`src/rtl/wb_grf_pkg.sv`:
```
// Shared encodings for the write-back stage: MIPS opcode/funct values,
// the link register index, and the write-back source and load-kind types.
package wb_grf_pkg;

  localparam logic [5:0] OP_RTYPE = 6'b000000;
  localparam logic [5:0] OP_J     = 6'b000010;
  localparam logic [5:0] OP_JAL   = 6'b000011;
  localparam logic [5:0] OP_BEQ   = 6'b000100;
  localparam logic [5:0] OP_BNE   = 6'b000101;
  localparam logic [5:0] OP_ADDI  = 6'b001000;
  localparam logic [5:0] OP_ADDIU = 6'b001001;
  localparam logic [5:0] OP_SLTI  = 6'b001010;
  localparam logic [5:0] OP_SLTIU = 6'b001011;
  localparam logic [5:0] OP_ANDI  = 6'b001100;
  localparam logic [5:0] OP_ORI   = 6'b001101;
  localparam logic [5:0] OP_XORI  = 6'b001110;
  localparam logic [5:0] OP_LUI   = 6'b001111;
  localparam logic [5:0] OP_LB    = 6'b100000;
  localparam logic [5:0] OP_LH    = 6'b100001;
  localparam logic [5:0] OP_LW    = 6'b100011;
  localparam logic [5:0] OP_LBU   = 6'b100100;
  localparam logic [5:0] OP_LHU   = 6'b100101;
  localparam logic [5:0] OP_SW    = 6'b101011;

  localparam logic [5:0] FN_SLL   = 6'b000000;
  localparam logic [5:0] FN_SRL   = 6'b000010;
  localparam logic [5:0] FN_SRA   = 6'b000011;
  localparam logic [5:0] FN_JR    = 6'b001000;
  localparam logic [5:0] FN_JALR  = 6'b001001;
  localparam logic [5:0] FN_ADD   = 6'b100000;
  localparam logic [5:0] FN_ADDU  = 6'b100001;
  localparam logic [5:0] FN_SUB   = 6'b100010;
  localparam logic [5:0] FN_SUBU  = 6'b100011;
  localparam logic [5:0] FN_AND   = 6'b100100;
  localparam logic [5:0] FN_OR    = 6'b100101;
  localparam logic [5:0] FN_XOR   = 6'b100110;
  localparam logic [5:0] FN_NOR   = 6'b100111;
  localparam logic [5:0] FN_SLT   = 6'b101010;
  localparam logic [5:0] FN_SLTU  = 6'b101011;

  localparam logic [4:0] REG_RA = 5'd31;

  typedef enum logic [1:0] {WB_NONE, WB_ALU, WB_DM, WB_PC8} wb_src_e;
  typedef enum logic [2:0] {LD_W, LD_B, LD_BU, LD_H, LD_HU} ld_kind_e;

  // R-type functs whose result comes straight from the ALU.
  function automatic logic is_alu_funct(logic [5:0] fn);
    case (fn)
      FN_ADD, FN_ADDU, FN_SUB, FN_SUBU, FN_AND, FN_OR, FN_NOR, FN_XOR,
      FN_SLT, FN_SLTU, FN_SLL, FN_SRL, FN_SRA: return 1'b1;
      default: return 1'b0;
    endcase
  endfunction

endpackage

```
`src/rtl/wb_grf_decode.sv`:
```
// Combinational instruction decoder: destination register, write-back source
// and load kind. Kept standalone so the hazard unit can reuse it.
module wb_decode
  import wb_grf_pkg::*;
(
  input  logic [31:0] instr_i,
  output logic [4:0]  dest_o,
  output wb_src_e     wb_src_o,
  output ld_kind_e    ld_kind_o
);

  logic [5:0] op;
  logic [5:0] fn;
  logic [4:0] rt;
  logic [4:0] rd;
  logic       unused_fields;

  assign op = instr_i[31:26];
  assign fn = instr_i[5:0];
  assign rt = instr_i[20:16];
  assign rd = instr_i[15:11];
  assign unused_fields = ^{instr_i[25:21], instr_i[10:6]};

  always_comb begin
    dest_o    = '0;
    wb_src_o  = WB_NONE;
    ld_kind_o = LD_W;
    case (op)
      OP_RTYPE: begin
        if (is_alu_funct(fn)) begin
          dest_o   = rd;
          wb_src_o = WB_ALU;
        end else if (fn == FN_JALR) begin
          dest_o   = rd;
          wb_src_o = WB_PC8;
        end
      end
      OP_JAL: begin
        dest_o   = REG_RA;
        wb_src_o = WB_PC8;
      end
      OP_ADDI, OP_ADDIU, OP_ANDI, OP_ORI, OP_XORI, OP_LUI, OP_SLTI, OP_SLTIU: begin
        dest_o   = rt;
        wb_src_o = WB_ALU;
      end
      OP_LW:  begin dest_o = rt; wb_src_o = WB_DM; ld_kind_o = LD_W;  end
      OP_LB:  begin dest_o = rt; wb_src_o = WB_DM; ld_kind_o = LD_B;  end
      OP_LBU: begin dest_o = rt; wb_src_o = WB_DM; ld_kind_o = LD_BU; end
      OP_LH:  begin dest_o = rt; wb_src_o = WB_DM; ld_kind_o = LD_H;  end
      OP_LHU: begin dest_o = rt; wb_src_o = WB_DM; ld_kind_o = LD_HU; end
      default: ;
    endcase
  end

endmodule

```
`src/rtl/wb_grf.sv`:
```
// Write-back stage and 32x32 general register file with W->D read bypass,
// exported write-back triple for forwarding, and a retired-instruction counter.
module wb_grf
  import wb_grf_pkg::*;
#(
  parameter int DATA_W    = 32,
  parameter int INSTRET_W = 32,
  parameter int BYPASS    = 1
) (
  input  logic                 clk,
  input  logic                 reset,
  input  logic                 w_flag,
  input  logic [31:0]          w_pc,
  input  logic [31:0]          w_instr,
  input  logic [DATA_W-1:0]    w_alu_out,
  input  logic [DATA_W-1:0]    w_dm_out,
  input  logic [4:0]           rs_addr_D,
  input  logic [4:0]           rt_addr_D,
  output logic [DATA_W-1:0]    rs_data_D,
  output logic [DATA_W-1:0]    rt_data_D,
  output logic                 wb_en,
  output logic [4:0]           wb_addr,
  output logic [DATA_W-1:0]    wb_data,
  output logic [INSTRET_W-1:0] instret
);

  localparam bit BypassOn = (BYPASS != 0);

  logic [4:0]           dest;
  wb_src_e              wb_src;
  ld_kind_e             ld_kind;
  logic [7:0]           ld_byte;
  logic [15:0]          ld_half;
  logic [DATA_W-1:0]    ld_data;
  logic [DATA_W-1:0]    sel_data;
  logic [DATA_W-1:0]    grf_q [32];
  logic [INSTRET_W-1:0] instret_q;
  logic [INSTRET_W-1:0] instret_d;

  wb_decode u_decode (
    .instr_i   (w_instr),
    .dest_o    (dest),
    .wb_src_o  (wb_src),
    .ld_kind_o (ld_kind)
  );

  assign ld_byte = w_dm_out[{w_alu_out[1:0], 3'b000} +: 8];
  assign ld_half = w_alu_out[1] ? w_dm_out[31:16] : w_dm_out[15:0];

  always_comb begin
    ld_data = w_dm_out;
    case (ld_kind)
      LD_B:    ld_data = {{24{ld_byte[7]}}, ld_byte};
      LD_BU:   ld_data = {24'd0, ld_byte};
      LD_H:    ld_data = {{16{ld_half[15]}}, ld_half};
      LD_HU:   ld_data = {16'd0, ld_half};
      default: ld_data = w_dm_out;
    endcase
  end

  always_comb begin
    sel_data = '0;
    case (wb_src)
      WB_ALU:  sel_data = w_alu_out;
      WB_DM:   sel_data = ld_data;
      WB_PC8:  sel_data = w_pc + 32'd8;
      default: sel_data = '0;
    endcase
  end

  // A disabled write exports zeros so forwarding comparators can never match.
  assign wb_en   = w_flag && (wb_src != WB_NONE) && (dest != 5'd0);
  assign wb_addr = wb_en ? dest : 5'd0;
  assign wb_data = wb_en ? sel_data : '0;

  always_ff @(posedge clk or negedge reset) begin
    if (!reset) begin
      for (int i = 0; i < 32; i++) grf_q[i] <= '0;
    end else if (wb_en) begin
      grf_q[wb_addr] <= wb_data;
    end
  end

  assign instret_d = instret_q + INSTRET_W'(1);

  always_ff @(posedge clk or negedge reset) begin
    if (!reset)      instret_q <= '0;
    else if (w_flag) instret_q <= instret_d;
  end

  assign instret = instret_q;

  always_comb begin
    if (rs_addr_D == 5'd0)                                 rs_data_D = '0;
    else if (BypassOn && wb_en && (rs_addr_D == wb_addr))  rs_data_D = wb_data;
    else                                                   rs_data_D = grf_q[rs_addr_D];
  end

  always_comb begin
    if (rt_addr_D == 5'd0)                                 rt_data_D = '0;
    else if (BypassOn && wb_en && (rt_addr_D == wb_addr))  rt_data_D = wb_data;
    else                                                   rt_data_D = grf_q[rt_addr_D];
  end

endmodule

```
`config.mk`:
```
export PLATFORM = sky130hd
export DESIGN_NAME = wb_grf
export DESIGN_NICKNAME = d
export VERILOG_FILES = /design/src/rtl/wb_grf_pkg.sv /design/src/rtl/wb_grf_decode.sv /design/src/rtl/wb_grf.sv
export SDC_FILE = /design/constraint.sdc
export NUM_CORES = 2
export LEC_CHECK = 0
export CAP_MARGIN = 0
export CORE_UTILIZATION = 40
export CTS_CLUSTER_SIZE = 28
export DETAILED_ROUTE_END_ITERATION = 10
export PLACE_DENSITY = 0.57
export SYNTH_ARGS = -nofsm -noshare
export SYNTH_HDL_FRONTEND = slang
export SYNTH_HIERARCHICAL = 1
export SYNTH_SLANG_ARGS = --single-unit
```
`constraint.sdc`:
```
create_clock -name clk -period 13.03 [get_ports clk]
set_clock_uncertainty 0.05 [all_clocks]
set_input_delay 2.606 -clock clk [delete_from_list [all_inputs] [get_ports clk]]
set_output_delay 2.606 -clock clk [all_outputs]
set_load 0.02 [all_outputs]
```
==> metrics.txt <==
stages on the worst setup path 12; ys flop type dfrtp_1; Antenna Violating Nets Remaining 0; run status complete, no violations; Rows 138; Logic pwr share 0.091; Clock Power Share 0.453; placed insts 6852; setup bufs post-CTS 0; final WL 206 mm; vias 42900; CP Capture Type output pin; number of global-route vias before repair 42600; normalized max-slew margin 0.101; TritonCTS buffer count 114; Worst Path Max Fanout 39; syn_nets 5258; Slew Viols, Final 0; Fill cells 13000; initial core utilization 0.403; Tot GR Track Use 0.290; crit share post-route 0.876; M3 GR Usage 0.0589; top cell type's share of synthesized area 0.464; DRT iter0 DRCs 4447; fin cells 7061; largest cells by area after synthesis dfrtp_1 46%, mux4_2 21%, o21ai_0 7.9%; initial antenna violation count 15; PD cells 113 nW/um^2; die height 379 um; async set-or-reset flop fraction in the synthesized netlist 1.00; Hold Path Stages 0; area grow syn2layout 13.8%; Root Buffer clkbuf_16; Most Used Layer, Global Route met2; first-pass GRT wire length 302 mm; worst slew pin tran 1340 ps; Final Hold Violating Endpoints 0; final net count 5221; chip width 379 um; CTS sink count 1056; die area 144000 sq um; Core Region 141000 sq um; setup TNS 0 ps; maximum clock insertion buffer count 3; worst reg2reg path depth 6; worst stage delay on the critical path 750 ps; Hold WC Path Type flop to flop; family with the most delay on the worst path simple AND/OR/NAND/NOR gates; Arr. time, crit path 8760 ps; latest clock arrival within the worst-skew pair 740 ps; PostCTS Resize Cnt 0; Yosys cell types 73; final setup violation count 0; Port Buf Inserts 264; CP max stage cell o21ai_0; Ys Warns 6; Worst setup SP type primary input; GR met1 Demand/Resource 0.398; final routed DRC violation total 0; CTS tree yes; RSZ-0062 raised after global routing no; Top Ports 275; vias per inst 6.07; minimum clock period 11410 ps; layout cells sized above 1 0.200; Final HPWL DP 122 mm; CTS clk-pin slew, worst paths 60 ps; Bufs and invs on worst path 4; number of flops mapped to enable cells by yosys 0; post-synthesis sequential area ratio 0.464; #FFs+latches synth 1056; DR pass1 iterations 5; max-cap check violation count 0; met2 Resource Use GR 0.452; largest net degree at the start of global routing 153; post-synthesis cell area 57000 sq um; H-Tree Level Count 3; Routed WL per cell 29.1 um; peak supply drop 103 uV; Leakage 0.0267 uW; syn avg cell area 11.1 sq um; Switch Pwr 1870 uW; cts hold-fix bufs 0; Flop pwr share 0.457; Fmax 87.6 MHz; Internal Power 5430 uW; cells after synthesis 5115; area leader, netlist dfrtp_1; Net Sw Frac 0.256; Congestion Overflow GR 0; RePlAce Congestion 0.915; CP Data Required Time 10370 ps; cells along the critical path clkdlybuf4s50_1 > or4_4 > or4_4 > o41ai_2 > buf_4 > nor2b_1 > buf_4 > o221ai_1 > o21ai_1 > nand2_1 > o21ai_0 > clkdlybuf4s50_1; WS Path Type primary input to output pin; most frequent cells after synthesis 1056 x dfrtp_1, 1056 x nand2_1, 904 x o21ai_0
final cells by class:
| type | count | area, sq um | area share |
|---|---|---|---|
| Antenna cell | 9 | 22.5 | 0.000347 |
| Clock buffer | 165 | 3330 | 0.0513 |
| Clock inverter | 35 | 394 | 0.00608 |
| Inverter | 27 | 103 | 0.00158 |
| Multi-Input combinational cell | 3492 | 28500 | 0.440 |
| Sequential cell | 1056 | 26400 | 0.408 |
| Tap cell | 1890 | 2360 | 0.0365 |
| Timing Repair Buffer | 387 | 3680 | 0.0568 |
final timing paths:
check / startpoint / to / slack, ps
worst max register to register: instret[3] / instret[28] / 10760
worst min-delay path: grf_q[1009] / grf_q[1009] / 340
worst max-delay path: w_instr[31] / rt_data_D[3] / 1620
worst min register to register: grf_q[1009] / grf_q[1009] / 340
max in group asynchronous: reset / grf_q[82] / 8770
min in group asynchronous: reset / grf_q[134] / 1870
worst reg2reg max path, delay by kind of cell, from the launching register on:
kind	cells	cell delay (ps)
simple gates	5	1600
flops	1	390
xor+xnor	1	150
per-layer routing:
metal	wire [um]	part of all wire
met4	9210	0.045
met3	16300	0.079
met1	85200	0.41
met5	59	0.00029
met2	95000	0.46
logic make-up after synthesis:
kind of cell / share of synthesized area
multiplexers: 0.260
AO/OA/AOI/OAI: 0.127
XOR/XNOR: 0.00999
buffers and inverters: 0.0420
adder cells (fa/ha/maj): 0.000439
flip-flops: 0.464
AND/OR/NAND/NOR: 0.0975
state kept, by name, summed over array words and instances (netlist names):
name / cells
grf_q: 1024
instret: 32
power by group through the flow:
stage	registers, uW	clock network [uW]	logic, uW
floorplan	3400	0	332
global placement	3390	0	660
detailed placement	3390	0	661
CTS	3330	3350	662
global route	3340	3470	700
finish	3330	3300	661
through the flow:
| step | setup slack (ps) | instance area, sq um | hold WS [ps] | power [uW] | util |
|---|---|---|---|---|---|
| 2_1_floorplan | 4080 | 57000 | 391 | 3730 | - |
| 3_3_place_gp | 1790 | 61100 | 326 | 4050 | 0.432 |
| 3_5_place_dp | 1750 | 61100 | 332 | 4050 | 0.432 |
| 4_1_cts | 1720 | 64800 | 347 | 7340 | 0.458 |
| 5_1_grt | 1440 | 64800 | 353 | 7510 | 0.458 |
| 6_report | 1620 | 64800 | 345 | 7300 | 0.458 |
cells in the final DEF, fill, tap and decap left out, types with 24 or more instances in the layout:
master,count
buf_4,115
o22ai_1,80
dfrtp_1,1056
mux2i_1,172
nand3_1,36
clkbuf_16,116
mux4_2,528
nor2_1,104
a21oi_1,46
nor3_1,25
mux2_2,106
clkbuf_8,24
o21ai_0,904
a211oi_1,50
o21ai_1,37
xor2_1,28
xnor2_1,36
clkbuf_1,25
nand2_1,1027
clkdlybuf4s50_1,254
Note: power is estimated with default switching activity, not from simulation.
